## config.mk

```make
export PLATFORM = sky130hd
export DESIGN_NAME = img_capture_stats
export DESIGN_NICKNAME = d
export VERILOG_FILES = /design/src/rtl/img_capture_stats.sv
export SDC_FILE = /design/constraint.sdc
export NUM_CORES = 1
export LEC_CHECK = 0
export CORE_MARGIN = 2
export CORE_UTILIZATION = 45
export CTS_BUF_LIST = sky130_fd_sc_hd__clkbuf_4
export DETAILED_ROUTE_END_ITERATION = 8
export GPL_TIMING_DRIVEN = 0
export PLACE_DENSITY = 0.72
export SKIP_LAST_GASP = 1
export SLEW_MARGIN = 20
export SYNTH_ARGS = -nofsm -noshare
export SYNTH_HDL_FRONTEND = slang
export SYNTH_SLANG_ARGS = --single-unit
```

## constraint.sdc

```tcl
create_clock -name clk -period 3.06 [get_ports clk]
set_input_delay 0.306 -clock clk [delete_from_list [all_inputs] [get_ports clk]]
set_output_delay 0.306 -clock clk [all_outputs]
set_load 0.01 [all_outputs]
```

## src/rtl/img_capture_stats.sv

```systemverilog
// Image sensor capture engine: arms on command, skips a programmable number of
// frames, streams one frame as 16-bit words and gathers sparse-grid statistics.
module img_capture_stats #(
  parameter int  PixelWidth    = 12,
  parameter int  SkipWidth     = 2,
  parameter int  StatWidth     = 18,
  parameter int  StrideLog2    = 2,
  parameter int  ThreshBits    = 7,
  parameter int  ImgPixelCount = 4096 * 4096,
  localparam int CountWidth    = $clog2(ImgPixelCount + 1)
) (
  input  logic                  clk,
  input  logic                  rst,
  input  logic                  cmd_capture,
  input  logic                  cmd_abort,
  input  logic [SkipWidth-1:0]  cmd_skipCount,
  input  logic [PixelWidth-1:0] img_d,
  input  logic                  img_fv,
  input  logic                  img_lv,
  input  logic                  w_ready,
  output logic                  w_trigger,
  output logic [15:0]           w_data,
  output logic                  status_busy,
  output logic                  status_done,
  output logic                  status_overflow,
  output logic [CountWidth-1:0] status_pixelCount,
  output logic [StatWidth-1:0]  status_highlightCount,
  output logic [StatWidth-1:0]  status_shadowCount
);
  typedef enum logic [2:0] {
    ST_IDLE, ST_ARM, ST_WAIT_FRAME, ST_SKIP, ST_CAPTURE
  } state_t;

  state_t                state_q, state_d;
  logic [SkipWidth-1:0]  skip_q, skip_d;
  logic [PixelWidth-1:0] s1_px_q, s1_px_d;
  logic                  s1_fv_q, s1_fv_d;
  logic                  s1_lv_q, s1_lv_d;
  logic                  fv_prev_q, fv_prev_d;
  logic                  lv_prev_q, lv_prev_d;
  logic [StrideLog2-1:0] x_q, x_d;
  logic [StrideLog2-1:0] y_q, y_d;
  logic                  trig_q, trig_d;
  logic [15:0]           data_q, data_d;
  logic                  done_q, done_d;
  logic                  ovf_q, ovf_d;
  logic [CountWidth-1:0] cnt_q, cnt_d;
  logic [StatWidth-1:0]  hi_q, hi_d;
  logic [StatWidth-1:0]  sh_q, sh_d;
  logic                  samp_vld_q, samp_vld_d;
  logic [ThreshBits-1:0] samp_top_q, samp_top_d;
  logic                  emit;
  logic [15:0]           word_fmt;

  // Low byte of the pixel goes in the upper byte of the word.
  if (PixelWidth > 8) begin : g_wide
    assign word_fmt = {s1_px_q[7:0], 8'(s1_px_q[PixelWidth-1:8])};
  end else begin : g_narrow
    assign word_fmt = {8'(s1_px_q), 8'h00};
  end

  always_ff @(posedge clk) begin
    if (rst) begin
      state_q    <= ST_IDLE;
      skip_q     <= '0;
      s1_px_q    <= '0;
      s1_fv_q    <= 1'b0;
      s1_lv_q    <= 1'b0;
      fv_prev_q  <= 1'b0;
      lv_prev_q  <= 1'b0;
      x_q        <= '0;
      y_q        <= '0;
      trig_q     <= 1'b0;
      data_q     <= '0;
      done_q     <= 1'b0;
      ovf_q      <= 1'b0;
      cnt_q      <= '0;
      hi_q       <= '0;
      sh_q       <= '0;
      samp_vld_q <= 1'b0;
      samp_top_q <= '0;
    end else begin
      state_q    <= state_d;
      skip_q     <= skip_d;
      s1_px_q    <= s1_px_d;
      s1_fv_q    <= s1_fv_d;
      s1_lv_q    <= s1_lv_d;
      fv_prev_q  <= fv_prev_d;
      lv_prev_q  <= lv_prev_d;
      x_q        <= x_d;
      y_q        <= y_d;
      trig_q     <= trig_d;
      data_q     <= data_d;
      done_q     <= done_d;
      ovf_q      <= ovf_d;
      cnt_q      <= cnt_d;
      hi_q       <= hi_d;
      sh_q       <= sh_d;
      samp_vld_q <= samp_vld_d;
      samp_top_q <= samp_top_d;
    end
  end

  always_comb begin
    state_d   = state_q;
    skip_d    = skip_q;
    s1_px_d   = img_d;
    s1_fv_d   = img_fv;
    s1_lv_d   = img_lv;
    fv_prev_d = s1_fv_q;
    lv_prev_d = s1_lv_q;
    done_d    = done_q;
    ovf_d     = ovf_q;
    cnt_d     = cnt_q;
    hi_d      = hi_q;
    sh_d      = sh_q;

    x_d = s1_lv_q ? x_q + 1'b1 : '0;
    y_d = !s1_fv_q ? '0 : ((lv_prev_q && !s1_lv_q) ? y_q + 1'b1 : y_q);

    // A pending command suppresses the word so nothing leaks out after abort/re-arm.
    emit       = (state_q == ST_CAPTURE) && s1_fv_q && s1_lv_q && !cmd_capture && !cmd_abort;
    trig_d     = emit;
    data_d     = emit ? word_fmt : data_q;
    samp_vld_d = emit && (x_q == '0) && (y_q == '0);
    samp_top_d = samp_vld_d ? s1_px_q[PixelWidth-1 -: ThreshBits] : samp_top_q;

    if (trig_q) begin
      if (w_ready) begin
        if (cnt_q != '1) cnt_d = cnt_q + 1'b1;
      end else begin
        ovf_d = 1'b1;
      end
    end

    if (samp_vld_q) begin
      if (&samp_top_q) begin
        if (hi_q != '1) hi_d = hi_q + 1'b1;
      end else if (~|samp_top_q) begin
        if (sh_q != '1) sh_d = sh_q + 1'b1;
      end
    end

    case (state_q)
      ST_ARM: begin
        cnt_d   = '0;
        ovf_d   = 1'b0;
        hi_d    = '0;
        sh_d    = '0;
        state_d = ST_WAIT_FRAME;
      end
      ST_WAIT_FRAME: begin
        if (s1_fv_q && !fv_prev_q) state_d = ST_SKIP;
      end
      ST_SKIP: begin
        if (skip_q != '0) begin
          skip_d  = skip_q - 1'b1;
          state_d = ST_WAIT_FRAME;
        end else begin
          state_d = ST_CAPTURE;
        end
      end
      ST_CAPTURE: begin
        if (!s1_fv_q) begin
          state_d = ST_IDLE;
          done_d  = ~done_q;
        end
      end
      default: ;
    endcase

    if (cmd_abort) begin
      state_d = ST_IDLE;
      done_d  = done_q;
    end
    if (cmd_capture) begin
      state_d = ST_ARM;
      skip_d  = cmd_skipCount;
      done_d  = done_q;
    end
  end

  assign w_trigger             = trig_q;
  assign w_data                = data_q;
  assign status_busy           = (state_q != ST_IDLE);
  assign status_done           = done_q;
  assign status_overflow       = ovf_q;
  assign status_pixelCount     = cnt_q;
  assign status_highlightCount = hi_q;
  assign status_shadowCount    = sh_q;
endmodule

```

Word level (Yosys, flattened, before mapping). Cells that the tools add are included. Widths: inputs -> output; s select.

Add/sub/neg operators: 6. Bitwise operators: 8. Mux-type cells: 9. Order comparisons: 0. Eq/ne operators: 11. Shift operators: 0. Reductions and logical operators: 34. $mul: 0. Divide/modulo/power cells: 0.

Operator list (count): $add 18x1->18 const B (2); $ne 18x18->1 const B (2); $add 25x1->25 const B (1); $ne 25x25->1 const B (1); $pmux 3 s4 (1); $mux 3 (3); $reduce_and 3->1 (3); $reduce_and 9->1 (1); $logic_and 1x1->1 (8); $ne 4x4->1 const B (2); $not 1->1 (8); $reduce_and 4->1 (2); $reduce_and 7->1 (1); $reduce_or 7->1 (1); $eq 3x2->1 const B (2); $mux 2 (3); $reduce_bool 2->1 (3); $reduce_bool 6->1 (1); $reduce_or 2->1 (3); $add 2x1->2 const B (2); $logic_not 1->1 (4); $logic_not 2->1 (2); $ne 2x2->1 const B (2); $reduce_and 2->1 (2); other kinds (7) (8).

Bits in latches: 0. Bits in writable memories: 0. Bits in registers: 109. Bits of input ports: 21. Bits in read-only memories: 0. Output and inout bits: 81. Logic and storage cells: 87. Memories: 0.

Depth between registers and ports, before layout.
Depth in word-level cells: 7. Mapped depth: 7.

Worst setup path after synthesis. OpenSTA, ideal clock, no wires.

Path kind: reg-to-reg. Start point: register hi_q[10] (netlist: status_highlightCount[10]). End point: register hi_q[6] (netlist: status_highlightCount[6]). Period minus slack after synthesis: 1.759 ns. Required time: 2.932 ns. Slack: 1.301 ns. Setup time: 0.128 ns. Arrival time: 1.631 ns. Buffers on the path: 0. Stages on the path, launching flop included: 6. Path through: dfxtp_1 > nand4_2 > nor4_4 > and4bb_1 > xnor2_1 > nor2_1.

Word-level cells in the longest chain between the ends: 2.

Ends and longest elaborated chain: start, declared (RTL line 48) `logic [StatWidth-1:0] hi_q, hi_d;`; start signal, assigned (RTL line 97) `hi_q <= hi_d;`; $ne 18x18->1 (RTL line 138) `if (hi_q != '1) hi_d = hi_q + 1'b1;`; $reduce_and 9->1 (no source line).

Every way passes these cells. A chain may end at the register's enable or synchronous reset.

Worst setup path in the final report.
Start point: register state_q[2]. End point: output status_busy.

Word-level cells in the longest chain between the ends: 1.

Ends and longest elaborated chain: start, declared (RTL line 34) `state_t state_q, state_d;`; start signal, assigned (RTL line 83) `state_q <= state_d;`; $reduce_bool 3->1 (RTL line 185) `assign status_busy = (state_q != ST_IDLE);`; end, declared (RTL line 23) `output logic status_busy,`.

Every way passes these cells.

==> key figures <==
Yosys
  – Post-synthesis compound-gate area fraction: 8.58%
  – Primary FF master, synth: dfxtp_1
  – Netlist cell types: 57
  – Synth Warn #: 0
  – Synthesized cell area: between 4000 and 5000 sq um
  – Mapped Avg Cell Area: around 9 sq um
  – Multiplexer area fraction after synthesis: 3.88%
  – Post-Synth XOR/XNOR Area: under 10%
  – Seq/Total Area, Yosys: 44.5%
  – Largest family of logic cells by synthesized area: simple AND/OR/NAND/NOR gates
  – Asr flop ratio synth: 0%
  – Post-Synth Adder-Cell Area: 1.53%
  – Flops & latches, synth: approximately 110
  – EDFF count, synth: 0
  – Mapped Cells: roughly 530
  – Simple-gate share of the synthesized area: ~29%

Worst setup path
  – Arrival @ worst endpoint: 1770 ps
  – Crit end category: output pin
  – FF-to-FF setup slack: 1010 ps
  – CP startpoint kind: register
  – Crit Reg-Reg Endpoint: status_pixelCount[21]$_SDFFE_PP0P_
  – Worst r2r src: state_q[0]$_SDFFE_PP0P_
  – FF-to-FF path depth: 5
  – Worst path required time: 2750 ps
  – WS Path Type: register to output pin
  – Worst-path maximum fanout: 9

STA
  – Count of pins over their slew limit: 0
  – Final period utilization: between 60 and 70%
  – Fin. Hold Viols: 0
  – Unrepaired setup endpoints after global routing: false
  – Worst Skew: 19.1 ps
  – F_max: roughly 480 MHz
  – Slew margin rel.: a little over two fifths
  – Setup TNS: 0 ps
  – Post-layout minimum cycle time: ~2100 ps
  – Final setup vio count: 0
  – Post-layout worst setup margin: approximately 990 ps
  – Worst-Margin Slew: approximately 860 ps

Final layout
  – Antenna diodes: 0
  – Most frequent cells in the layout: 109 x dfxtp_1, 96 x clkdlybuf4s50_1, 85 x nor2_1
  – Synthesis-to-layout area growth: 26.2%
  – Layout cells sized above 1: roughly a tenth
  – Filler cells: 997
  – Area of the multi-input gates: 2520 sq um
  – Total Nets Final: 666
  – Commonest non-fill, non-tap cell in the layout: dfxtp_1
  – Register area: around 2200 sq um

Power
  – PD cells: about 370 nW/um^2
  – Worst vdd rail ir drop: 0.294 mV
  – Tot Pwr: around 0.0023 W
  – Pleak: about 2.2 nW

Floorplan
  – Core ar.: 10700 sq um
  – Ports: 102
  – Die Width: between 100 and 150 um
  – Initial core utilization: a little under half
  – Std-Cell Rows: 38
  – Die area: around 12000 sq um
  – Die Height: 108 um

Routing
  – Initial DRC count: between 150 and 200
  – Detailed Routing Iterations Pass 1: 4
  – Vias per cell: 5.28
  – Drt drc: 0
  – Post-Route WL: roughly 11000 um
  – Routed Antenna Nets: 0
  – Avg WL per Cell: between 10 and 15 um
  – Via count: slightly above 4k

Global route
  – Initial antenna violation count: 0
  – GR Overflow Total: 0
  – Largest net degree at the start of global routing: 19
  – First-pass GRT wire length: around 18000 um
  – Total GRT Usage: 19.2%
  – Vias in the first global route: approximately 3.9k

Clock tree
  – Cts bufs inserted: 9
  – TritonCTS clock tree: built
  – H-tree levels: 3
  – Post-cts sizing count: 0
  – Clock transition at path regs: about 150 ps
  – Clk root buf: clkbuf_4
  – Worst skew pair latency: about 450 ps
  – CTS Buffer Depth: 2
  – Hold_buf cts: 0
  – Setup Buffers After CTS: 0
  – Clk sink count: ~110

Placed design
  – Dpl hpwl: slightly above 8000 um
  – Pre-CTS setup slack: 748 ps
  – GP Congestion: between 0.9 and 1
  – Buffers on Ports: 96

Worst hold path
  – HP Class: input port to register
  – Worst hold start: rst
  – Worst hold endpoint: lv_prev_q$_SDFF_PP0_
  – Hold path depth: 2

Outcome
  – Status: complete, no violations

Run
  – Max_cap viols: 0
per-layer routing:
| layer | up-vias | track usage (%) | wire [um] |
|---|---|---|---|
| li1 | 2064 | - | - |
| met2 | 115 | 32.7 | 5160 |
| met4 | 0 | 5.13 | 151 |
| met5 | - | 0 | 0 |
| met3 | 16 | 5.00 | 689 |
| met1 | 1942 | 24.1 | 4990 |
per-stage QoR:
stage / utilization [%] / cell area, sq um / std cells / hold slack, ps
after global placement: 56.3 / 6050 / 768 / 445
after floorplan: - / 4910 / 532 / 427
after detailed placement: 56.3 / 6050 / 768 / 462
after global routing: 57.6 / 6190 / 784 / 326
after CTS: 57.6 / 6190 / 784 / 268
final: 57.6 / 6190 / 784 / 301
state kept, by name (all words and copies together) (netlist names):
register and count:
status_overflow 1, w_trigger 1, status_highlightCount 18, fv_prev_d 1, lv_prev_d 1, status_done 1, lv_prev_q 1, y_q 2
skip_q 2, state_q 3, s1_px_q 12, fv_prev_q 1, samp_vld_q 1, w_data 12, x_q 2, status_shadowCount 18
samp_top_q 7, status_pixelCount 25
how the worst max path moves through the flow:
| stage | from | endpoint | slack (ps) | depth (start not counted) |
|---|---|---|---|---|
| floorplan | status_highlightCount[10]$_SDFFE_PP0P_ | status_highlightCount[6]$_SDFFE_PP0P_ | 1300 | 5 |
| global placement | cmd_capture | samp_top_q[0]$_SDFFE_PP0P_ | 810 | 7 |
| detailed placement | cmd_capture | samp_top_q[3]$_SDFFE_PP0P_ | 750 | 7 |
| CTS | state_q[2]$_SDFFE_PP0P_ | status_busy | 930 | 3 |
| global route | state_q[0]$_SDFFE_PP0P_ | status_pixelCount[21]$_SDFFE_PP0P_ | 810 | 5 |
| finish | state_q[2]$_SDFFE_PP0P_ | status_busy | 990 | 3 |
synthesized netlist by cell type (6+ instances only):
| library cell | instances | area [sq um] |
|---|---|---|
| nor3_1 | 13 | 65.1 |
| or3_1 | 10 | 62.6 |
| buf_4 | 6 | 45.0 |
| nand2_1 | 25 | 93.8 |
| xnor2_1 | 38 | 333 |
| nand4_1 | 12 | 75.1 |
| clkbuf_1 | 7 | 26.3 |
| a21oi_1 | 20 | 100 |
| nor2b_1 | 18 | 113 |
| dfxtp_1 | 109 | 2180 |
| mux2i_1 | 19 | 190 |
| o21ai_0 | 8 | 40.0 |
| and2_1 | 6 | 37.5 |
| nand3_1 | 18 | 90.1 |
| inv_1 | 20 | 75.1 |
| ha_1 | 6 | 75.1 |
| a211oi_1 | 7 | 52.6 |
| nor2_1 | 85 | 319 |
| and3_1 | 8 | 50.1 |
| and4_1 | 6 | 52.6 |
| nor4_1 | 7 | 43.8 |
report_power, final:
part	total [W]	switching (W)	internal (W)
combinational	0.0000964	0.0000516	0.0000448
sequential	0.00144	0.00000917	0.00143
clock	0.000731	0.000477	0.000253
critical path, cell delays in order (launching register included):
cell             delay [ps]
dfxtp_1                 330
clkbuf_1                180
or3_1                   340
clkdlybuf4s50_1         480
cells by family after synthesis:
kind of cell | Yosys count
muxes | 19
adders and majority gates | 6
DFF | 109
AOI/OAI and AO/OA | 63
other | 1
and+or+nand+nor | 243
buffers and inverters | 45
xor gates and xnor gates | 43
final cells by class:
type,count,share of cell area [%]
Multi-Input combinational cell,378,40.7
Sequential cell,109,35.3
Timing Repair Buffer,96,15.5
Tap cell,140,2.83
Buffer,25,2.22
Inverter,20,1.21
Clock inverter,7,1.15
Clock buffer,9,1.09
Note: power is estimated with default switching activity, not from simulation.
